`config.mk`:
```
export PLATFORM = sky130hd
export DESIGN_NAME = mlp_classifier_seq
export DESIGN_NICKNAME = d
export VERILOG_FILES = /design/src/rtl/mlp_pkg.sv /design/src/rtl/mlp_xnor_popcount.sv /design/src/rtl/mlp_classifier_seq.sv
export SDC_FILE = /design/constraint.sdc
export NUM_CORES = 2
export LEC_CHECK = 0
export ABC_AREA = 1
export CAP_MARGIN = 20
export CORE_AREA = 2 2 334 336
export DETAILED_ROUTE_END_ITERATION = 16
export DIE_AREA = 0 0 336 338
export GPL_ROUTABILITY_DRIVEN = 0
export GPL_TIMING_DRIVEN = 0
export SLEW_MARGIN = 20
export SYNTH_ARGS = -nofsm -noshare
export SYNTH_HDL_FRONTEND = slang
export SYNTH_SLANG_ARGS = --single-unit
```
`constraint.sdc`:
```
create_clock -name clk -period 17.3 [get_ports clk]
set_clock_uncertainty 0.2 [all_clocks]
set_input_delay 5.19 -clock clk [delete_from_list [all_inputs] [get_ports clk]]
set_output_delay 5.19 -clock clk [all_outputs]
set_load 0.02 [all_outputs]
```
`src/rtl/mlp_pkg.sv`:
```
// -----------------------------------------------------------------------------
// mlp_pkg
// Shared definitions for the sequential binary MLP classifier:
//   - mlp_state_e : controller states (IDLE, ACCUM, DONE)
//   - ceil_div    : integer ceiling division for chunk counts
//   - clog2_min1  : $clog2 clamped to at least one bit, for index/address ports
// No ports (package).
// -----------------------------------------------------------------------------
package mlp_pkg;

   typedef enum logic [1:0] {
      IDLE  = 2'd0,
      ACCUM = 2'd1,
      DONE  = 2'd2
   } mlp_state_e;

   function automatic int ceil_div(input int num, input int den);
      return (num + den - 1) / den;
   endfunction

   // A zero-width index is not representable, so single-entry ranges get 1 bit.
   function automatic int clog2_min1(input int value);
      int bits;
      bits = $clog2(value);
      return (bits < 1) ? 1 : bits;
   endfunction

endpackage

```
`src/rtl/mlp_xnor_popcount.sv`:
```
// -----------------------------------------------------------------------------
// mlp_xnor_popcount
// Combinational XNOR-popcount of one input chunk against one weight chunk.
// Only the low VALID_BITS positions are counted; higher positions are padding
// beyond the end of the input vector and never contribute.
// Ports:
//   in_chunk     in  CHUNK_WIDTH  input bits of the current chunk
//   weight_chunk in  CHUNK_WIDTH  weight bits of the current chunk
//   count        out CNT_WIDTH    number of matching valid bit positions
// -----------------------------------------------------------------------------
module mlp_xnor_popcount
   import mlp_pkg::*;
#(
   parameter  int CHUNK_WIDTH = 32,
   parameter  int VALID_BITS  = 32,
   localparam int CNT_WIDTH   = $clog2(CHUNK_WIDTH + 1)
) (
   input  logic [CHUNK_WIDTH-1:0] in_chunk,
   input  logic [CHUNK_WIDTH-1:0] weight_chunk,
   output logic [CNT_WIDTH-1:0]   count
);

   logic [CHUNK_WIDTH-1:0] match_s;

   // Count matching bits, skipping positions beyond VALID_BITS.
   always_comb begin
      match_s = ~(in_chunk ^ weight_chunk);
      count   = '0;
      for (int j = 0; j < CHUNK_WIDTH; j++) begin
         if (j < VALID_BITS) begin
            count = count + CNT_WIDTH'(match_s[j]);
         end else begin
            count = count;
         end
      end
   end

endmodule

```
`src/rtl/mlp_classifier_seq.sv`:
```
// -----------------------------------------------------------------------------
// mlp_classifier_seq
// Sequential single-layer binary (XNOR-popcount) classifier. A sample is
// accepted in IDLE, then every neuron's score is accumulated one weight chunk
// per cycle from an external combinational weight ROM. The highest-scoring
// neuron (lowest index on ties) is presented on out_class/out_score in DONE
// until the consumer accepts it.
// Ports:
//   clk, rst      one clock; synchronous active-high reset
//   in_valid/in_ready/in_vector      sample input handshake
//   weight_addr/weight_data          ROM address (neuron*NUM_CHUNKS+chunk), data same cycle
//   out_valid/out_ready/out_class/out_score   result handshake
//   out_scores    (only with MLP_CLASSIFIER_SCORES_EN) all neuron scores,
//                 neuron n at [n*POP_WIDTH +: POP_WIDTH]
// Build option: define MLP_CLASSIFIER_SCORES_EN to add out_scores.
// -----------------------------------------------------------------------------
module mlp_classifier_seq
   import mlp_pkg::*;
#(
   parameter  int INPUT_SIZE  = 784,
   parameter  int NUM_NEURONS = 10,
   parameter  int CHUNK_WIDTH = 32,
   localparam int NUM_CHUNKS  = ceil_div(INPUT_SIZE, CHUNK_WIDTH),
   localparam int POP_WIDTH   = $clog2(INPUT_SIZE + 1),
   localparam int IDX_WIDTH   = clog2_min1(NUM_NEURONS),
   localparam int ADDR_WIDTH  = clog2_min1(NUM_NEURONS * NUM_CHUNKS)
) (
   input  logic                   clk,
   input  logic                   rst,
   input  logic                   in_valid,
   output logic                   in_ready,
   input  logic [INPUT_SIZE-1:0]  in_vector,
   output logic [ADDR_WIDTH-1:0]  weight_addr,
   input  logic [CHUNK_WIDTH-1:0] weight_data,
   output logic                   out_valid,
   input  logic                   out_ready,
   output logic [IDX_WIDTH-1:0]   out_class,
   output logic [POP_WIDTH-1:0]   out_score
`ifdef MLP_CLASSIFIER_SCORES_EN
   ,
   output logic [NUM_NEURONS*POP_WIDTH-1:0] out_scores
`endif
);

   localparam int CIDX_WIDTH = clog2_min1(NUM_CHUNKS);
   localparam int PAD_WIDTH  = NUM_CHUNKS * CHUNK_WIDTH;
   localparam int LAST_BITS  = INPUT_SIZE - (NUM_CHUNKS - 1) * CHUNK_WIDTH;
   localparam int CNT_WIDTH  = $clog2(CHUNK_WIDTH + 1);

   mlp_state_e              state_q, state_d;
   logic [PAD_WIDTH-1:0]    vec_q, vec_d;
   logic [IDX_WIDTH-1:0]    neuron_q, neuron_d;
   logic [CIDX_WIDTH-1:0]   chunk_q, chunk_d;
   logic [ADDR_WIDTH-1:0]   addr_q, addr_d;
   logic [POP_WIDTH-1:0]    acc_q, acc_d;
   logic [POP_WIDTH-1:0]    best_score_q, best_score_d;
   logic [IDX_WIDTH-1:0]    best_idx_q, best_idx_d;
   logic                    in_ready_q, in_ready_d;
   logic                    out_valid_q, out_valid_d;
`ifdef MLP_CLASSIFIER_SCORES_EN
   logic [NUM_NEURONS*POP_WIDTH-1:0] scores_q, scores_d;
`endif

   logic [CHUNK_WIDTH-1:0]  in_chunk_s;
   logic [CNT_WIDTH-1:0]    pop_full_s;
   logic [CNT_WIDTH-1:0]    pop_last_s;
   logic [CNT_WIDTH-1:0]    pop_s;
   logic [POP_WIDTH-1:0]    sum_s;
   logic                    last_chunk_s;
   logic                    last_neuron_s;

   // The latched vector is zero-extended to whole chunks, so slicing never
   // runs past its end; the padding is discarded by the last-chunk counter.
   assign in_chunk_s    = vec_q[int'(chunk_q) * CHUNK_WIDTH +: CHUNK_WIDTH];
   assign last_chunk_s  = (chunk_q == CIDX_WIDTH'(NUM_CHUNKS - 1));
   assign last_neuron_s = (neuron_q == IDX_WIDTH'(NUM_NEURONS - 1));

   mlp_xnor_popcount #(
      .CHUNK_WIDTH (CHUNK_WIDTH),
      .VALID_BITS  (CHUNK_WIDTH)
   ) u_pop_full (
      .in_chunk     (in_chunk_s),
      .weight_chunk (weight_data),
      .count        (pop_full_s)
   );

   mlp_xnor_popcount #(
      .CHUNK_WIDTH (CHUNK_WIDTH),
      .VALID_BITS  (LAST_BITS)
   ) u_pop_last (
      .in_chunk     (in_chunk_s),
      .weight_chunk (weight_data),
      .count        (pop_last_s)
   );

   assign pop_s = last_chunk_s ? pop_last_s : pop_full_s;
   // Score including this cycle's chunk; POP_WIDTH holds up to INPUT_SIZE.
   assign sum_s = acc_q + POP_WIDTH'(pop_s);

   // Next-state, counter, accumulator and best-score logic.
   always_comb begin
      state_d      = state_q;
      vec_d        = vec_q;
      neuron_d     = neuron_q;
      chunk_d      = chunk_q;
      addr_d       = addr_q;
      acc_d        = acc_q;
      best_score_d = best_score_q;
      best_idx_d   = best_idx_q;
`ifdef MLP_CLASSIFIER_SCORES_EN
      scores_d     = scores_q;
`endif
      case (state_q)
         IDLE: begin
            if (in_valid && in_ready_q) begin
               vec_d        = PAD_WIDTH'(in_vector);
               neuron_d     = '0;
               chunk_d      = '0;
               addr_d       = '0;
               acc_d        = '0;
               best_score_d = '0;
               best_idx_d   = '0;
`ifdef MLP_CLASSIFIER_SCORES_EN
               scores_d     = '0;
`endif
               state_d      = ACCUM;
            end else begin
               state_d = IDLE;
            end
         end
         ACCUM: begin
            addr_d = addr_q + ADDR_WIDTH'(1'b1);
            if (last_chunk_s) begin
               acc_d   = '0;
               chunk_d = '0;
               // Neuron 0 seeds the best score so an all-zero run reports class 0.
               if ((neuron_q == '0) || (sum_s > best_score_q)) begin
                  best_score_d = sum_s;
                  best_idx_d   = neuron_q;
               end else begin
                  best_score_d = best_score_q;
               end
`ifdef MLP_CLASSIFIER_SCORES_EN
               scores_d[int'(neuron_q) * POP_WIDTH +: POP_WIDTH] = sum_s;
`endif
               if (last_neuron_s) begin
                  neuron_d = '0;
                  addr_d   = '0;
                  state_d  = DONE;
               end else begin
                  neuron_d = neuron_q + IDX_WIDTH'(1'b1);
               end
            end else begin
               acc_d   = sum_s;
               chunk_d = chunk_q + CIDX_WIDTH'(1'b1);
            end
         end
         DONE: begin
            if (out_ready) begin
               state_d = IDLE;
            end else begin
               state_d = DONE;
            end
         end
         default: begin
            state_d = IDLE;
         end
      endcase
      // Handshake flags are registered copies of the upcoming state.
      in_ready_d  = (state_d == IDLE);
      out_valid_d = (state_d == DONE);
   end

   // State and datapath registers with synchronous reset.
   always_ff @(posedge clk) begin
      if (rst) begin
         state_q      <= IDLE;
         vec_q        <= '0;
         neuron_q     <= '0;
         chunk_q      <= '0;
         addr_q       <= '0;
         acc_q        <= '0;
         best_score_q <= '0;
         best_idx_q   <= '0;
         in_ready_q   <= 1'b1;
         out_valid_q  <= 1'b0;
`ifdef MLP_CLASSIFIER_SCORES_EN
         scores_q     <= '0;
`endif
      end else begin
         state_q      <= state_d;
         vec_q        <= vec_d;
         neuron_q     <= neuron_d;
         chunk_q      <= chunk_d;
         addr_q       <= addr_d;
         acc_q        <= acc_d;
         best_score_q <= best_score_d;
         best_idx_q   <= best_idx_d;
         in_ready_q   <= in_ready_d;
         out_valid_q  <= out_valid_d;
`ifdef MLP_CLASSIFIER_SCORES_EN
         scores_q     <= scores_d;
`endif
      end
   end

   assign in_ready    = in_ready_q;
   assign weight_addr = addr_q;
   assign out_valid   = out_valid_q;
   assign out_class   = best_idx_q;
   assign out_score   = best_score_q;
`ifdef MLP_CLASSIFIER_SCORES_EN
   assign out_scores  = scores_q;
`endif

endmodule

```
==> summary.md <==
| Metric | Value |
|---|---|
| Initial core utilization | `34.80%` |
| Slowest stage delay, CP | `0.66 ns` |
| Initial antenna violation count | `52` |
| Slew HR | `18.97%` |
| Clock power frac | `20.6%` |
| CTS HTree Levels | `3` |
| WL per Instance | `24.30 microns` |
| Detailed router's first-iteration violation count | `4617` |
| Psw | `0.004617 W` |
| Crit path kind | `in2reg` |
| Final hold violations | `0` |
| Clk slew on worst S/H paths | `0.05 ns` |
| Largest net degree at the start of global routing | `14` |
| Syn Area/Cell | `6.804 sq um` |
| Hold_sp | `out_class[3]` |
| Post-cts resize count | `0` |
| Vias in the first global route | `39965` |
| DRC Markers | `0` |
| Hold crit path type | `reg2reg` |
| IO Pins | `844` |
| Internal power | `0.005398 W` |
| Core Util, Final | `47.05%` |
| Inserted Clock Buffers | `93` |
| Non-filler cells, final | `8154` |
| Clock buffer depth | `3` |
| FF-to-FF setup slack | `4.79 ns` |
| Min Tclk post-route | `14.78 ns` |
| I/O Buffers | `842` |
| Root buf cell | `clkbuf_16` |
| Worst r2r src | `chunk_q[1]` |
| Top cells by area, synth | `dfxtp_1 (43%), nor2_1 (21%), o21ai_0 (14%)` |
| Switching fraction of total power | `46.10%` |
| Synthesized flop and latch total | `829` |
| Antenna-violating nets left | `0` |
| Final WL | `198200 microns` |
| Vias per cell | `5.232` |
| RSZ-0062 raised after global routing | `false` |
| Die Ht | `338 microns` |
| Area delta synth->final | `35.21%` |
| Worst path required time | `17.72 ns` |
| MaxCap Viol Count | `0` |
| Fmax | `67.65 MHz` |
| Gr usage total | `33.59%` |
| Final-report setup violation count | `0` |
| Die ar. | `113600 sq um` |
| Die Wd | `336 microns` |
| CP arrival | `15.20 ns` |
| Syn Nets | `6508` |
| Startpoint types | `input port` |
| Clock latency reported for the late side of the worst-skew pair | `0.69 ns` |
| Synth unique cells | `41` |
| Sink Count | `829` |
| Slowest library cell on the worst path | `clkdlybuf4s50_1` |
| Cell leakage power | `20.58 nW` |
| Synth top area share | `43.33%` |
| Critical path origin | `weight_data[1]` |
| # hold bufs at CTS | `0` |
| Gate count after technology mapping | `5629` |
| Setup Total Neg Slack | `0 ns` |
| Gr ovfl total | `0` |
| Flop pwr share | `22.3%` |
| Filler cells | `11434` |
| Placed Cells incl. Taps | `7959` |
| Crit end category | `flop` |
| Fin crit share | `85.44%` |
| First-pass GRT wire length | `272900 microns` |
| Final #Nets | `7445` |
| Max VDD drop | `0.7387 mV` |
| Worst r2r dst | `out_score[1]` |
| Post-DP HPWL | `161400 microns` |
| Worst setup endpoint | `out_score[1]` |
| Mapped Area | `38300 sq um` |
| Most common cell after layout, fill and taps aside | `nor2_1` |
| CTS tree | `yes` |
| Yosys warns | `0` |
| # rows | `122` |
| Share of layout cells above drive strength 1 | `5.273%` |
| Reg2Reg Depth | `50` |
| Post-CTS Setup Bufs | `0` |
| Via count | `42664` |
| Status | `finished, final reports clean` |
| Cell area after layout | `51790 sq um` |
| TritonRoute pass-1 iters | `6` |
| Worst Max-Slew Pin Slew | `1.215 ns` |
| Pwr dens | `193.4 nW/um^2` |
| Most area-hungry cell type in the Yosys netlist | `dfxtp_1` |
| Seq/Total Area, Yosys | `43.33%` |
| CORE AREA | `110100 sq um` |
| Most frequent cells in the layout | `nor2_1 (2155), o21ai_0 (1054), clkdlybuf4s50_1 (842)` |
| Post-place instance area | `48590 sq um` |
| Count of final max-slew check failures | `0` |
| Logic gate share of total power | `57.1%` |
| CP Max Fanout | `10` |
cells in the mapped netlist (all sizes together):
cell type / instances
nor2: 2158
o21ai: 1165
dfxtp: 829
nand2: 400
clkbuf: 254
buf: 181
inv: 148
nand3: 143
o211ai: 128
a21oi: 78
ha: 36
fa: 23
nand4: 19
o22ai: 16
nand3b: 12
clkinv: 8
a211oi: 5
xnor2: 5
xor2: 5
nor3: 4
a31oi: 3
a221oi: 2
or2: 2
a21boi: 1
a22oi: 1
nor4: 1
o31ai: 1
o32a: 1
stage by stage:
step	worst slack (ns)	power (W)	hold slack [ns]
6_report	2.519	0.01002	0.2605
5_1_grt	1.906	0.01099	0.2711
4_1_cts	2.672	0.009973	0.2626
3_5_place_dp	1.968	0.007903	0.2533
3_3_place_gp	2.035	0.007750	0.2450
2_1_floorplan	3.730	0.006088	0.2292
per-layer routing:
layer / wire (microns) / vias up / global-route usage (%)
met5: 200 / - / 0
met4: 10260 / 30 / 16.61
met3: 18110 / 427 / 6.962
met2: 89940 / 2120 / 54.82
met1: 79670 / 19892 / 42.12
li1: - / 20195 / -
worst min path at each step:
stage / to / slack, ns / depth (start not counted)
floorplan: vec_q[417] / 0.23 / 2
global placement: vec_q[297] / 0.25 / 2
detailed placement: vec_q[297] / 0.25 / 2
CTS: out_class[3] / 0.26 / 2
global route: out_class[3] / 0.27 / 2
finish: out_class[3] / 0.26 / 2
worst max-delay path: cells and delay by family:
family | cells | cell delay [ns]
AO/OA/AOI/OAI | 5 | 1.16
XOR/XNOR | 1 | 0.16
adder cells (fa/ha/maj) | 14 | 5.85
buffers and inverters | 9 | 1.47
AND/OR/NAND/NOR | 15 | 1.36
registers in the layout (all words and copies together) (netlist names):
| name | cells |
|---|---|
| acc_q | 10 |
| out_class | 4 |
| out_score | 10 |
| vec_q | 784 |
| chunk_q | 5 |
| weight_addr | 8 |
| state_q | 2 |
| out_valid | 1 |
| in_ready | 1 |
| neuron_q | 4 |
layout make-up:
type / count / area, sq um / area share [%]
flip-flops and latches: 829 / 16600 / 32.05
repair buffers: 842 / 8428 / 16.27
multi-input cells: 4209 / 19090 / 36.86
well taps: 1488 / 1862 / 3.595
clock buffers: 125 / 2649 / 5.115
diodes: 28 / 70.07 / 0.1353
inverters: 156 / 590.6 / 1.140
plain buffers: 435 / 2026 / 3.912
clock inverters: 42 / 475.5 / 0.9181
power groups by stage:
stage	clock network, W	logic (W)	registers [W]
3_5_place_dp	0	0.00564	0.00226
4_1_cts	0.00207	0.00568	0.00222
2_1_floorplan	0	0.00386	0.00223
5_1_grt	0.00215	0.00660	0.00224
3_3_place_gp	0	0.00549	0.00226
6_report	0.00207	0.00572	0.00223
cell families after synthesis:
kind of cell / share of synthesized area, %
adder cells (fa/ha/maj): 2.378
buffers and inverters: 6.827
AND/OR/NAND/NOR: 27.66
flip-flops: 43.33
XOR/XNOR: 0.2287
AO/OA/AOI/OAI: 19.57
No activity file was read; power rests on OpenSTA's default activity.
==> edit (same flow settings) <==
`NUM_NEURONS`: 10 -> 20.
--- a/src/rtl/mlp_classifier_seq.sv
+++ b/src/rtl/mlp_classifier_seq.sv
@@ -19,5 +19,5 @@
 #(
    parameter  int INPUT_SIZE  = 784,
-   parameter  int NUM_NEURONS = 10,
+   parameter  int NUM_NEURONS = 20,
    parameter  int CHUNK_WIDTH = 32,
    localparam int NUM_CHUNKS  = ceil_div(INPUT_SIZE, CHUNK_WIDTH),
Ports: changed (resized out_class and weight_addr); port bits go from 844 to 846. No check against the original RTL was run, so the function may have changed too.
==> edit against the unedited design <==
Sequential cell count up 3; global-route usage grew 0.74 points; area after synthesis is 0.88% higher; routed wire length rose by 2.1%; design area increased by 0.58%; power fell by 3.7%; count of clock-buffer cells in the layout grew 17; fmax grew 1.9%; setup slack improved by 270 ps; sequential share of layout area decreased by 0.069 points; utilization up 0.27 points.
==> edit: results (changes against the unedited design) <==
<table>
<tr><th>Metric</th><th>Value</th></tr>
<tr><th colspan="2">Outcome</th></tr>
<tr><td>Run status</td><td>complete, no violations</td></tr>
<tr><th colspan="2">Cells and area</th></tr>
<tr><td>Count of placed standard cells in the final layout, fillers left out</td><td>8313 (+1.9%)</td></tr>
<tr><td>Ratio of cells with drive above 1 in the final layout</td><td>4.13% (-1.1 points)</td></tr>
<tr><td>Final #Nets</td><td>7611 (+2.2%)</td></tr>
<tr><th colspan="2">Min path</th></tr>
<tr><td>Worst hold path startpoint</td><td>vec_q[383]</td></tr>
<tr><th colspan="2">Pwr</th></tr>
<tr><td>Proportion of power drawn by the clock network</td><td>21.1% (+0.5 points)</td></tr>
<tr><td>Cell-internal power</td><td>5.32 mW (-1.5%)</td></tr>
<tr><td>Sequential power share</td><td>23.4% (+1.1 points)</td></tr>
<tr><td>Highest ir drop seen on vdd</td><td>554 uV (-25%)</td></tr>
<tr><th colspan="2">Placement</th></tr>
<tr><td>DP Wirelength</td><td>165 mm (+2.1%)</td></tr>
<tr><td>Setup slack after placement</td><td>2190 ps (+223 ps)</td></tr>
<tr><th colspan="2">GRT</th></tr>
<tr><td>Number of antenna violations at the first check in global routing</td><td>41 (-21%)</td></tr>
<tr><td>Pin count of the biggest net entering global routing</td><td>13 (-1)</td></tr>
<tr><td>Via count of the first global-routing pass</td><td>40658 (+1.7%)</td></tr>
<tr><th colspan="2">Logic synthesis</th></tr>
<tr><td>Net count after synthesis</td><td>6670 (+2.5%)</td></tr>
<tr><td>Synth area leaders</td><td>dfxtp_1 (43%), nor2_1 (20%), o21ai_0 (12%), nand2_1 (5.7%), clkbuf_1 (2.7%)</td></tr>
<tr><td>Share of synthesized cell area in full adder, half adder and majority cells</td><td>2.32% (-0.053 points)</td></tr>
<tr><td>Cell types with the highest counts after synthesis</td><td>nor2_1 (2034), o21ai_0 (950), dfxtp_1 (832), nand2_1 (582), clkbuf_1 (275)</td></tr>
<tr><th colspan="2">Route</th></tr>
<tr><td>Aggregate routed wire length</td><td>202 mm (+2.1%)</td></tr>
<tr><td>Starting DRT DRC Count</td><td>4455 (-3.5%)</td></tr>
<tr><th colspan="2">Worst setup path</th></tr>
<tr><td>Reg-to-Reg End</td><td>out_score[3]</td></tr>
<tr><td>Arrival time at the worst endpoint</td><td>14880 ps (-320 ps)</td></tr>
<tr><td>Flop2flop setup slack</td><td>4510 ps (-280 ps)</td></tr>
<tr><th colspan="2">STA</th></tr>
<tr><td>Worst Hold Slack</td><td>251 ps (-9.82 ps)</td></tr>
<tr><td>Relative slew slack</td><td>17.3% (-1.7 points)</td></tr>
</table>
==> edit: final cells by class <==
| class | count | area (um2) |
|---|---|---|
| Tap cell | 1488 | 1860 |
| Sequential cell | 832 | 16700 |
| Multi-Input combinational cell | 4281 | 19200 |
| Timing Repair Buffer | 845 | 8460 |
| Fill cell | 11478 | 58000 |
| Inverter | 245 | 920 |
| Buffer | 434 | 1890 |
| Clock inverter | 28 | 275 |
| Clock buffer | 142 | 2810 |
| Antenna cell | 18 | 45.0 |
==> edit: worst reg2reg max path, delay by kind of cell (launching register included) <==
family	cells	cell delay, ps
and+or+nand+nor	21	2340
DFF	1	550
xor gates and xnor gates	1	140
AOI/OAI and AO/OA	5	1080
adders and majority gates	14	5840
buffers and inverters	11	2520
==> edit: layer usage <==
metal | vias to the layer above | track usage (%) | routed length, um
met5 | - | 0 | 170
met4 | 28 | 18.6 | 11700
met3 | 450 | 8.43 | 19200
met2 | 2154 | 56.2 | 92100
met1 | 20240 | 41.5 | 79200
li1 | 20546 | - | -
